File: src/rtl/mux_scan_pkg.sv
// mux_scan_pkg
// Shared definitions for the mux_scan_seq block:
//   - state_t       : sequencer states (IDLE, MANUAL, SCAN)
//   - next_ch_t     : result of an enabled-channel search (found flag + index)
//   - next_enabled(): lowest enabled channel index >= a start point
//   - *_DEF         : default parameter values for the top level
package mux_scan_pkg;

  localparam int N_CH_DEF  = 16;
  localparam int DW_DEF    = 1;
  localparam int DWELL_DEF = 4;
  // Upper bound on N_CH; masks are widened to this size before searching.
  localparam int MAX_CH    = 256;

  typedef enum logic [1:0] {
    IDLE   = 2'd0,
    MANUAL = 2'd1,
    SCAN   = 2'd2
  } state_t;

  typedef struct packed {
    logic       found;
    logic [7:0] idx;
  } next_ch_t;

  // Lowest channel i with from <= i < n_ch and mask[i] set. The search runs
  // in plain integer arithmetic, so "from" may equal n_ch (no wrap to 0):
  // that is how the end of a sweep is detected.
  function automatic next_ch_t next_enabled(input logic [MAX_CH-1:0] mask,
                                            input int from,
                                            input int n_ch);
    next_ch_t r;
    r.found = 1'b0;
    r.idx   = 8'd0;
    // Walk downwards so the lowest qualifying index is the one left behind.
    for (int i = MAX_CH - 1; i >= 0; i--) begin
      if (i >= from && i < n_ch && mask[i]) begin
        r.found = 1'b1;
        r.idx   = 8'(i);
      end
    end
    return r;
  endfunction

endpackage

File: src/rtl/mux_nto1.sv
// mux_nto1
// Purely combinational N_CH x DW selector.
// Ports:
//   w   in  N_CH*DW  packed channels, channel k at w[k*DW +: DW]
//   sel in  SW       channel index
//   y   out DW       selected channel; zero when sel >= N_CH
module mux_nto1 #(
  parameter int N_CH = mux_scan_pkg::N_CH_DEF,
  parameter int DW   = mux_scan_pkg::DW_DEF,
  parameter int SW   = $clog2(N_CH)
) (
  input  logic [N_CH*DW-1:0] w,
  input  logic [SW-1:0]      sel,
  output logic [DW-1:0]      y
);

  logic [DW-1:0] slice [N_CH];

  for (genvar gi = 0; gi < N_CH; gi++) begin : g_slice
    assign slice[gi] = w[gi*DW +: DW];
  end

  // Compare against every legal index instead of indexing the array with
  // sel directly, so an out-of-range select cleanly yields zero.
  always_comb begin
    y = '0;
    for (int k = 0; k < N_CH; k++) begin
      if (sel == SW'(k)) y = slice[k];
    end
  end

endmodule

File: src/rtl/mux_scan_seq.sv
// mux_scan_seq
// Registered N-channel multiplexer with a channel-scan sequencer.
//   Manual mode (mode=0): forwards w[s] every cycle.
//   Scan mode  (mode=1): a start pulse walks channel 0..N_CH-1, each held
//   DWELL cycles, sampled on the first cycle of its dwell; done pulses when
//   the sweep completes, and cont=1 restarts the sweep without a gap.
// Optional build macro MUX_SCAN_MASK_EN adds ch_mask: channels whose mask
// bit is 0 are skipped in zero cycles.
// Ports:
//   Clock    in   rising-edge clock
//   Resetn   in   asynchronous active-low reset
//   w        in   N_CH*DW packed channel data
//   s        in   manual channel select
//   mode     in   0 = manual, 1 = scan
//   start    in   sweep start pulse (honoured only in IDLE with mode=1)
//   cont     in   restart the sweep automatically after the last channel
//   ch_mask  in   per-channel scan enable (MUX_SCAN_MASK_EN only)
//   f        out  registered selected data
//   ch       out  channel index f was taken from
//   f_valid  out  f/ch updated this cycle
//   busy     out  sweep in progress (state SCAN)
//   done     out  one-cycle sweep-complete pulse
//   sel_err  out  manual select out of range
module mux_scan_seq #(
  parameter int N_CH  = mux_scan_pkg::N_CH_DEF,
  parameter int DW    = mux_scan_pkg::DW_DEF,
  parameter int SW    = $clog2(N_CH),
  parameter int DWELL = mux_scan_pkg::DWELL_DEF
) (
  input  logic              Clock,
  input  logic              Resetn,
  input  logic [N_CH*DW-1:0] w,
  input  logic [SW-1:0]     s,
  input  logic              mode,
  input  logic              start,
  input  logic              cont,
`ifdef MUX_SCAN_MASK_EN
  input  logic [N_CH-1:0]   ch_mask,
`endif
  output logic [DW-1:0]     f,
  output logic [SW-1:0]     ch,
  output logic              f_valid,
  output logic              busy,
  output logic              done,
  output logic              sel_err
);

  import mux_scan_pkg::*;

  localparam int              CW       = $clog2(DWELL + 1);
  localparam logic [CW-1:0]   CNT_LAST = CW'(DWELL - 1);

  state_t            state_reg, state_next;
  logic [CW-1:0]     cnt_reg, cnt_next;
  logic              empty_reg, empty_next;
  logic [SW-1:0]     ch_next;
  logic [DW-1:0]     f_next;
  logic              sample;
  logic              done_next;
  logic              sel_err_next;
  logic              s_ok;
  logic [SW-1:0]     mux_sel;
  logic [DW-1:0]     mux_y;
  logic [MAX_CH-1:0] mask_full;
  next_ch_t          first_ch, step_ch;

  always_comb begin
    mask_full = '0;
`ifdef MUX_SCAN_MASK_EN
    mask_full[N_CH-1:0] = ch_mask;
`else
    mask_full[N_CH-1:0] = '1;
`endif
  end

  // first_ch: where a (re)started sweep begins.
  // step_ch : the channel after the current one; not found = sweep over.
  always_comb begin
    first_ch = next_enabled(mask_full, 0, N_CH);
    step_ch  = next_enabled(mask_full, int'(ch) + 1, N_CH);
  end

  assign s_ok = (int'(s) < N_CH);

  // Everything is computed as the value for the coming cycle, so the
  // registered outputs line up with the state they describe: a sample shows
  // up in the first dwell cycle of its channel, and on a cont wrap the
  // channel-0 sample lands in the same cycle as done.
  always_comb begin
    state_next   = state_reg;
    cnt_next     = cnt_reg;
    empty_next   = 1'b0;
    ch_next      = ch;
    sample       = 1'b0;
    done_next    = 1'b0;
    sel_err_next = 1'b0;

    case (state_reg)
      IDLE: begin
        // mode=0 takes priority over a coincident start.
        if (!mode) begin
          state_next = MANUAL;
        end else if (start) begin
          state_next = SCAN;
          cnt_next   = '0;
          if (first_ch.found) begin
            ch_next = SW'(first_ch.idx);
            sample  = 1'b1;
          end else begin
            // Nothing enabled: spend one SCAN cycle, then report done.
            ch_next    = '0;
            empty_next = 1'b1;
          end
        end
      end

      MANUAL: begin
        if (mode) state_next = IDLE;
      end

      SCAN: begin
        if (!mode) begin
          state_next = IDLE;               // abort, no done pulse
        end else if (empty_reg) begin
          done_next  = 1'b1;
          state_next = IDLE;
        end else if (cnt_reg == CNT_LAST) begin
          cnt_next = '0;
          if (step_ch.found) begin
            ch_next = SW'(step_ch.idx);
            sample  = 1'b1;
          end else begin
            done_next = 1'b1;
            // An empty mask at wrap time ends the sweep rather than
            // producing a done pulse on every cycle.
            if (cont && first_ch.found) begin
              ch_next = SW'(first_ch.idx);
              sample  = 1'b1;
            end else begin
              state_next = IDLE;
            end
          end
        end else begin
          cnt_next = cnt_reg + 1'b1;
        end
      end

      default: begin
        state_next = IDLE;
      end
    endcase

    // Manual forwarding applies on every cycle spent in MANUAL, including
    // the one entered from IDLE.
    if (state_next == MANUAL) begin
      if (s_ok) begin
        ch_next = s;
        sample  = 1'b1;
      end else begin
        sel_err_next = 1'b1;
      end
    end
  end

  assign mux_sel = (state_next == MANUAL) ? s : ch_next;

  mux_nto1 #(
    .N_CH (N_CH),
    .DW   (DW),
    .SW   (SW)
  ) u_mux (
    .w   (w),
    .sel (mux_sel),
    .y   (mux_y)
  );

  assign f_next = sample ? mux_y : f;

  always_ff @(posedge Clock or negedge Resetn) begin
    if (!Resetn) begin
      state_reg <= IDLE;
      cnt_reg   <= '0;
      empty_reg <= 1'b0;
      f         <= '0;
      ch        <= '0;
      f_valid   <= 1'b0;
      done      <= 1'b0;
      sel_err   <= 1'b0;
    end else begin
      state_reg <= state_next;
      cnt_reg   <= cnt_next;
      empty_reg <= empty_next;
      f         <= f_next;
      ch        <= ch_next;
      f_valid   <= sample;
      done      <= done_next;
      sel_err   <= sel_err_next;
    end
  end

  assign busy = (state_reg == SCAN);

endmodule
File: config.mk
export PLATFORM = sky130hd
export DESIGN_NAME = mux_scan_seq
export DESIGN_NICKNAME = d
export VERILOG_FILES = /design/src/rtl/mux_scan_pkg.sv /design/src/rtl/mux_nto1.sv /design/src/rtl/mux_scan_seq.sv
export SDC_FILE = /design/constraint.sdc
export NUM_CORES = 1
export LEC_CHECK = 0
export CAP_MARGIN = 20
export CORE_MARGIN = 3
export CORE_UTILIZATION = 35
export CTS_CLUSTER_DIAMETER = 60
export DETAILED_ROUTE_END_ITERATION = 6
export PLACE_DENSITY = 0.66
export SETUP_SLACK_MARGIN = 0.5
export SYNTH_ARGS = -nofsm -noshare
export SYNTH_HDL_FRONTEND = slang
export SYNTH_HIERARCHICAL = 1
export SYNTH_SLANG_ARGS = --single-unit
File: constraint.sdc
create_clock -name Clock -period 2.6 [get_ports Clock]
set_input_delay 0.39 -clock Clock [delete_from_list [all_inputs] [get_ports Clock]]
set_output_delay 0.39 -clock Clock [all_outputs]
set_load 0.1 [all_outputs]
==> implementation parameters, run 1 <==
Parameter                              Value

Clock network
  Clock tree root driver cell    clkbuf_4
  Sink Count    12
  Deepest level of the CTS H-tree    1
  Worst-path clk slew    0.08 ns
  Count of hold-fix buffers inserted at cts    0
  TritonCTS Buffers    3
  Clock Latency Late Sink    0.27 ns
  Clock tree from TritonCTS    done
  Deepest clock path buffer count    2

Cells and area
  Sequential cell area    310.3 um^2
  Max reg flops    4
  Fill cell instance count of the final layout    194
  Area of the multi-input gates    586.8 um^2
  Final #Nets    176
  Final non-filler cell area    1510 um^2
  Antenna cells    0
  Area Overhead vs Synth    72.18%
  Fraction of final layout cells with drive strength greater than 1    46.26%

Power
  Power per cell area    533.5 nW/um^2
  Net Sw Power    0.3356 mW
  Total power    0.8056 mW
  Maximum resistive drop on vdd    0.3754 mV
  Reported leakage power    0.6752 nW
  P_int    0.4700 mW
  Sw Ratio    41.66%
  Clk pwr share    18.5%
  Combinational fraction of design power    52.1%
  Power share of the sequential group    29.4%

Route
  Iteration-0 DRC Markers    24
  Total iterations of the first detailed-routing run    4
  Count of nets left with antenna violations after detail routing    0
  Via density per instance    5.183
  Post-route DRC violation count    0
  Total Routed Length    2.592 mm
  Post-DR wirelength/cell    14.81 um
  Number of vias in the routed layout    907

Logic synthesis
  Number of synthesized register bits    12
  Top post-synthesis cells by area    dfrtp_1 (34%), mux4_1 (9.0%), a21oi_1 (6.8%), ha_1 (4.3%), nand4b_4 (2.7%)
  Synth top area share    34.24%
  Number of distinct library cells after synthesis    43
  Portion of the post-synthesis area used by sequential elements    34.24%
  Post-synthesis cell count    86
  Predominant post-synthesis flop cell    dfrtp_1
  Cell type with the largest total area after synthesis    dfrtp_1
  Number of synthesized flops with an enable pin    0
  YS warnings    6
  Mapped cell area    877.1 um^2
  Share of flip-flops with an asynchronous set or reset    100.0%
  Synth Area per Inst    10.20 um^2
  Synthesized Nets    114

STA
  Worst setup skew after layout    0.0006521 ns
  Number of hold violations in the final report    0
  Final-report max-slew violation count    0
  Setup TNS    0 ns
  RSZ-0062 raised after global routing    true
  Transition time of the tightest slew-check pin    0.5719 ns
  Final setup violating endpoints    0
  Fin crit share    95.49%
  Fin crit period    2.483 ns
  Max-slew headroom    61.75%
  Fmax    402.8 MHz

Setup path
  Cell with the largest stage delay on the worst path    dfrtp_4
  Count of buffer and inverter cells on the critical path    1
  Startpoint of the worst-slack reg-to-reg timing path    ch[1]
  CP delay by family, top    multiplexers
  Critical path required time    2.76 ns
  Critical path start-end classification    reg2reg
  Cells along the critical path    ha_4 -> and4b_1 -> nand3_1 -> a21oi_2 -> o31ai_4 -> buf_6 -> mux4_2 -> mux2i_1 -> o22ai_1 -> mux2_4
  Arrival time at the worst endpoint    2.64 ns
  Stage delay of the slowest cell on the critical path    0.50 ns
  Worst Path Max Fanout    5
  Worst r2r dst    f
  Category of the worst setup path launch point    flip-flop
  Length in cells of the worst reg-to-reg path    10
  Critical path endpoint category    flip-flop
  Reg2Reg Setup Slack    0.12 ns

Floorplanning
  Total I/O pin count    34
  Die footprint    3143 um^2
  Core Box Area    2297 um^2
  Horizontal extent of the die    56.06 um
  Die boundary height    56.06 um
  # rows    17
  Initial cell density of the core    38.18%

Place
  Total half-perimeter wirelength after legalization and detailed placement    2.031 mm
  GPL Wtd Cong    0.8116
  Dpl cell area    1394 um^2
  Port-buffer cells    32

GRT
  Number of antenna violations at the first check in global routing    0
  Total grt overflow    0
  Via count of the first global-routing pass    903
  Global-route wire length before repair    4.257 mm
  Largest net degree at the start of global routing    13
  Combined global-route utilization of all metal layers    16.93%

Run
  Max-cap violations    0

Run status
  Result of the run    completed

Min path
  Type of the most critical hold path    in2async
-- cell usage after synthesis, types with 2 or more instances --
library cell  instances
nor2_1                5
ha_1                  3
a21oi_1              12
inv_1                 4
nand3_1               2
nor3_1                3
dfrtp_1              12
nor2b_1               2
nand2_1               2
o21ai_0               3
o21ai_1               2
mux4_1                3
mux2i_1               2
a31oi_1               2
-- layout by cell type, fill, tap and decap left out, types with 2 or more instances in the layout --
cell type,count
buf_4,33
clkdlybuf4s50_1,23
a21oi_1,11
dfrtp_1,8
nor2_1,5
o21ai_1,4
inv_2,3
clkbuf_4,3
mux4_2,3
inv_1,2
nand3_1,2
nand2_1,2
a21oi_2,2
a31oi_1,2
nor3_2,2
nor2b_1,2
ha_4,2
dfrtp_4,2
dfrtp_2,2
mux2i_1,2
-- cell families after synthesis --
kind of cell | count (synthesis) | share of synthesized area, %
AO/OA/AOI/OAI | 30 | 22.83
AND/OR/NAND/NOR | 25 | 19.26
flip-flops | 12 | 34.24
buffers and inverters | 8 | 4.706
multiplexers | 7 | 14.27
adder cells (fa/ha/maj) | 3 | 4.280
other | 1 | 0.4275
-- worst max path at each step --
stage | to | slack [ns] | cells past startpoint | start
final | f | 0.12 | 10 | ch[1]
after global routing | f | 0.03 | 10 | ch[1]
after CTS | f | 0.14 | 10 | ch[0]
after detailed placement | f | -0.26 | 10 | mode
after global placement | f | -0.19 | 12 | mode
after floorplan | f | -0.04 | 10 | ch[1]
-- stage by stage --
step	hold WS [ns]	worst slack [ns]	instances	utilization (%)
2_1_floorplan	0.09441	-0.03626	86	-
3_3_place_gp	0.4979	-0.1853	163	60.68
3_5_place_dp	0.5229	-0.2567	163	60.68
4_1_cts	0.4963	0.1377	173	64.43
5_1_grt	0.5058	0.03388	175	65.74
6_report	0.4792	0.1173	175	65.74
-- per-layer routing --
layer | part of all wire (%) | up-vias | global-route usage, %
met5 | 0 | - | 0
met4 | 0 | 0 | 2.034
met3 | 3.9 | 0 | 4.640
met2 | 53 | 18 | 29.55
met1 | 43 | 444 | 21.31
li1 | - | 445 | -
-- power by group through the flow --
stage / clock network [mW] / logic (mW) / registers (mW)
final: 0.149 / 0.420 / 0.237
after global routing: 0.165 / 0.441 / 0.241
after CTS: 0.152 / 0.409 / 0.236
after detailed placement: 0 / 0.389 / 0.243
after global placement: 0 / 0.386 / 0.242
after floorplan: 0 / 0.137 / 0.359
-- repair_timing --
action                                  in CTS  in global routing
buffers inserted                             6                  2
resized for setup                            4                  4
hold endpoints to repair                     0                  0
endpoints found under the setup margin       1                  1
pin swaps                                    5                  2
-- cell type report --
class | instances | share of cell area, %
clock buffer | 4 | 2.403
multi-input combinational | 66 | 38.86
timing repair buffer | 59 | 34.30
sequential | 12 | 20.55
inverter | 6 | 1.574
tap | 28 | 2.320
(Power assumes the default switching activity.)
==> run 2: changes to the inputs <==
GPL_ROUTABILITY_DRIVEN = 0   (was not set)
PLACE_DENSITY = 0.67   (was 0.66)
==> implementation parameters, run 2 (synthesis gave the netlist of run 1 again) <==
Parameter                              Value

Route
  Total iterations of the first detailed-routing run    4 (unchanged)
  Total Routed Length    2.473 mm (was 2.592 mm)
  Post-route DRC violation count    0 (unchanged)
  Post-DR wirelength/cell    14.38 um (was 14.81 um)
  Via density per instance    5.087 (was 5.183)
  Number of vias in the routed layout    875 (was 907)
  Count of nets left with antenna violations after detail routing    0 (unchanged)
  Iteration-0 DRC Markers    18 (was 24)

Setup path
  Critical path endpoint category    flip-flop (unchanged)
  Cell type with the highest occurrence count on the critical path    buf_4
  Worst Path Max Fanout    6 (was 5)
  Critical Path Start    ch[0] (was ch[1])
  Cell with the largest stage delay on the worst path    dfrtp_4 (unchanged)
  Arrival time at the worst endpoint    2.67 ns (was 2.64 ns)
  Reg2Reg Setup Slack    0.1 ns (was 0.12 ns)
  Critical path required time    2.77 ns (was 2.76 ns)
  Stage delay of the slowest cell on the critical path    0.50 ns (about the same)
  Startpoint of the worst-slack reg-to-reg timing path    ch[0] (was ch[1])
  Worst r2r dst    f (unchanged)
  Category of the worst setup path launch point    flip-flop (unchanged)
  Critical path start-end classification    reg2reg (unchanged)
  Length in cells of the worst reg-to-reg path    11 (was 10)
  Cells along the critical path    buf_4 -> inv_1 -> ha_1 -> nor3_1 -> o21ai_1 -> a21oi_1 -> buf_4 -> mux4_2 -> o21ai_2 -> o22ai_1 -> mux2_4 (was ha_4 -> and4b_1 -> nand3_1 -> a21oi_2 -> o31ai_4 -> buf_6 -> mux4_2 -> mux2i_1 -> o22ai_1 -> mux2_4)

Cells and area
  Fraction of final layout cells with drive strength greater than 1    44.44% (was 46.26%)
  Area Overhead vs Synth    68.90% (was 72.18%)
  Highest-count cells in the layout ignoring fill and taps    buf_4 (30), clkdlybuf4s50_1 (23), a21oi_1 (11) (was buf_4 (33), clkdlybuf4s50_1 (23), a21oi_1 (11))
  Finished Core Util    64.49% (was 65.74%)
  Max reg flops    4 (unchanged)
  Fill cell instance count of the final layout    196 (was 194)
  Antenna cells    0 (unchanged)
  Most frequent standard cell in the layout excluding fill and tap cells    buf_4 (unchanged)
  Non-filler instance count after layout    172 (was 175)
  Final non-filler cell area    1481 um^2 (was 1510 um^2)
  Final #Nets    173 (was 176)

Clock network
  Deepest clock path buffer count    2 (unchanged)
  Sink Count    12 (unchanged)
  Count of hold-fix buffers inserted at cts    0 (unchanged)
  Clock tree from TritonCTS    done (unchanged)
  Clock tree root driver cell    clkbuf_4 (unchanged)
  Deepest level of the CTS H-tree    1 (unchanged)
  Worst-path clk slew    0.07 ns (was 0.08 ns)
  Clock Latency Late Sink    0.27 ns (about the same)
  TritonCTS Buffers    3 (unchanged)

Power
  Maximum resistive drop on vdd    0.6006 mV (was 0.3754 mV)
  Total power    0.7873 mW (was 0.8056 mW)
  Reported leakage power    0.6616 nW (was 0.6752 nW)
  Power per cell area    531.4 nW/um^2 (was 533.5 nW/um^2)

Place
  Worst slack after detailed placement    -0.2472 ns (was -0.2567 ns)
  Total placed cells including tap cells    162 (was 163)
  Dpl cell area    1386 um^2 (was 1394 um^2)
  Total half-perimeter wirelength after legalization and detailed placement    1.981 mm (was 2.031 mm)
  Port-buffer cells    32 (unchanged)

Floorplanning
  Total I/O pin count    34 (unchanged)
  Core Box Area    2297 um^2 (unchanged)
  Initial cell density of the core    38.18% (unchanged)
  # rows    17 (unchanged)
  Die footprint    3143 um^2 (unchanged)
  Die boundary height    56.06 um (unchanged)
  Horizontal extent of the die    56.06 um (unchanged)

Min path
  Type of the most critical hold path    in2async (unchanged)

STA
  Final-report max-slew violation count    0 (unchanged)
  Fin crit period    2.501 ns (was 2.483 ns)
  Transition time of the tightest slew-check pin    0.5671 ns (was 0.5719 ns)
  Final setup violating endpoints    0 (unchanged)
  Fmax    399.9 MHz (was 402.8 MHz)
  Worst path setup slack after routing    0.09926 ns (was 0.1173 ns)
  Worst setup skew after layout    0.003728 ns (was 0.0006521 ns)
  Number of hold violations in the final report    0 (unchanged)
  Fin crit share    96.18% (was 95.49%)
  RSZ-0062 raised after global routing    true (unchanged)
  Max-slew headroom    62.07% (was 61.75%)

GRT
  Combined global-route utilization of all metal layers    17.11% (was 16.93%)
  Total grt overflow    0 (unchanged)
  Number of antenna violations at the first check in global routing    0 (unchanged)
  Largest net degree at the start of global routing    13 (unchanged)
  Via count of the first global-routing pass    934 (was 903)
  Global-route wire length before repair    4.291 mm (was 4.257 mm)

Run
  Max-cap violations    0 (unchanged)

Run status
  Result of the run    completed (unchanged)
## run 2: worst max path at each step
| stage | end | slack [ns] | cells past startpoint |
|---|---|---|---|
| 2_1_floorplan | f | -0.04 | 10 |
| 3_3_place_gp | f | -0.20 | 10 |
| 3_5_place_dp | f | -0.25 | 10 |
| 4_1_cts | f | 0.12 | 12 |
| 5_1_grt | f | -0.04 | 10 |
| 6_report | f | 0.1 | 11 |
## run 2: repair_timing
item                                   4_1_cts  5_1_grt
gates resized for setup                      6        0
endpoints found under the hold margin        0        0
setup endpoints to repair                    1        1
pin swaps                                   11        0
setup buffers                                6        0
## run 2: where the power goes
part / switching [mW] / total (mW) / internal (mW)
clock network: 0.0615 / 0.147 / 0.0852
registers: 0.0237 / 0.234 / 0.211
logic: 0.240 / 0.406 / 0.166
total: 0.325 / 0.787 / 0.462
## run 2: critical path: cells and delay by family, from the launching register on
kind,cells,cell delay (ns)
and+or+nand+nor,1,0.18
muxes,2,0.57
DFF,1,0.50
buffers and inverters,3,0.42
adders and majority gates,1,0.24
AOI/OAI and AO/OA,4,0.47
## run 2: cell type report
class	instances	area (um^2)	area share, %
Sequential cell	12	310.3	20.95
Tap cell	28	35.03	2.365
Clock buffer	4	36.28	2.449
Timing Repair Buffer	56	495.5	33.45
Inverter	6	23.77	1.605
Multi-Input combinational cell	66	580.6	39.19
## run 2: through the flow
stage	setup TNS [ns]	hold slack, ns
floorplan	-0.03626	0.09441
global placement	-0.2019	0.4976
detailed placement	-0.2472	0.5046
CTS	0	0.4923
global route	-0.04348	0.5011
finish	0	0.4773
## run 2: routing by layer
layer	track usage [%]	wire length [um]
met5	0	0
met4	5.763	39
met3	4.872	115
met2	28.05	1286
met1	21.42	1031
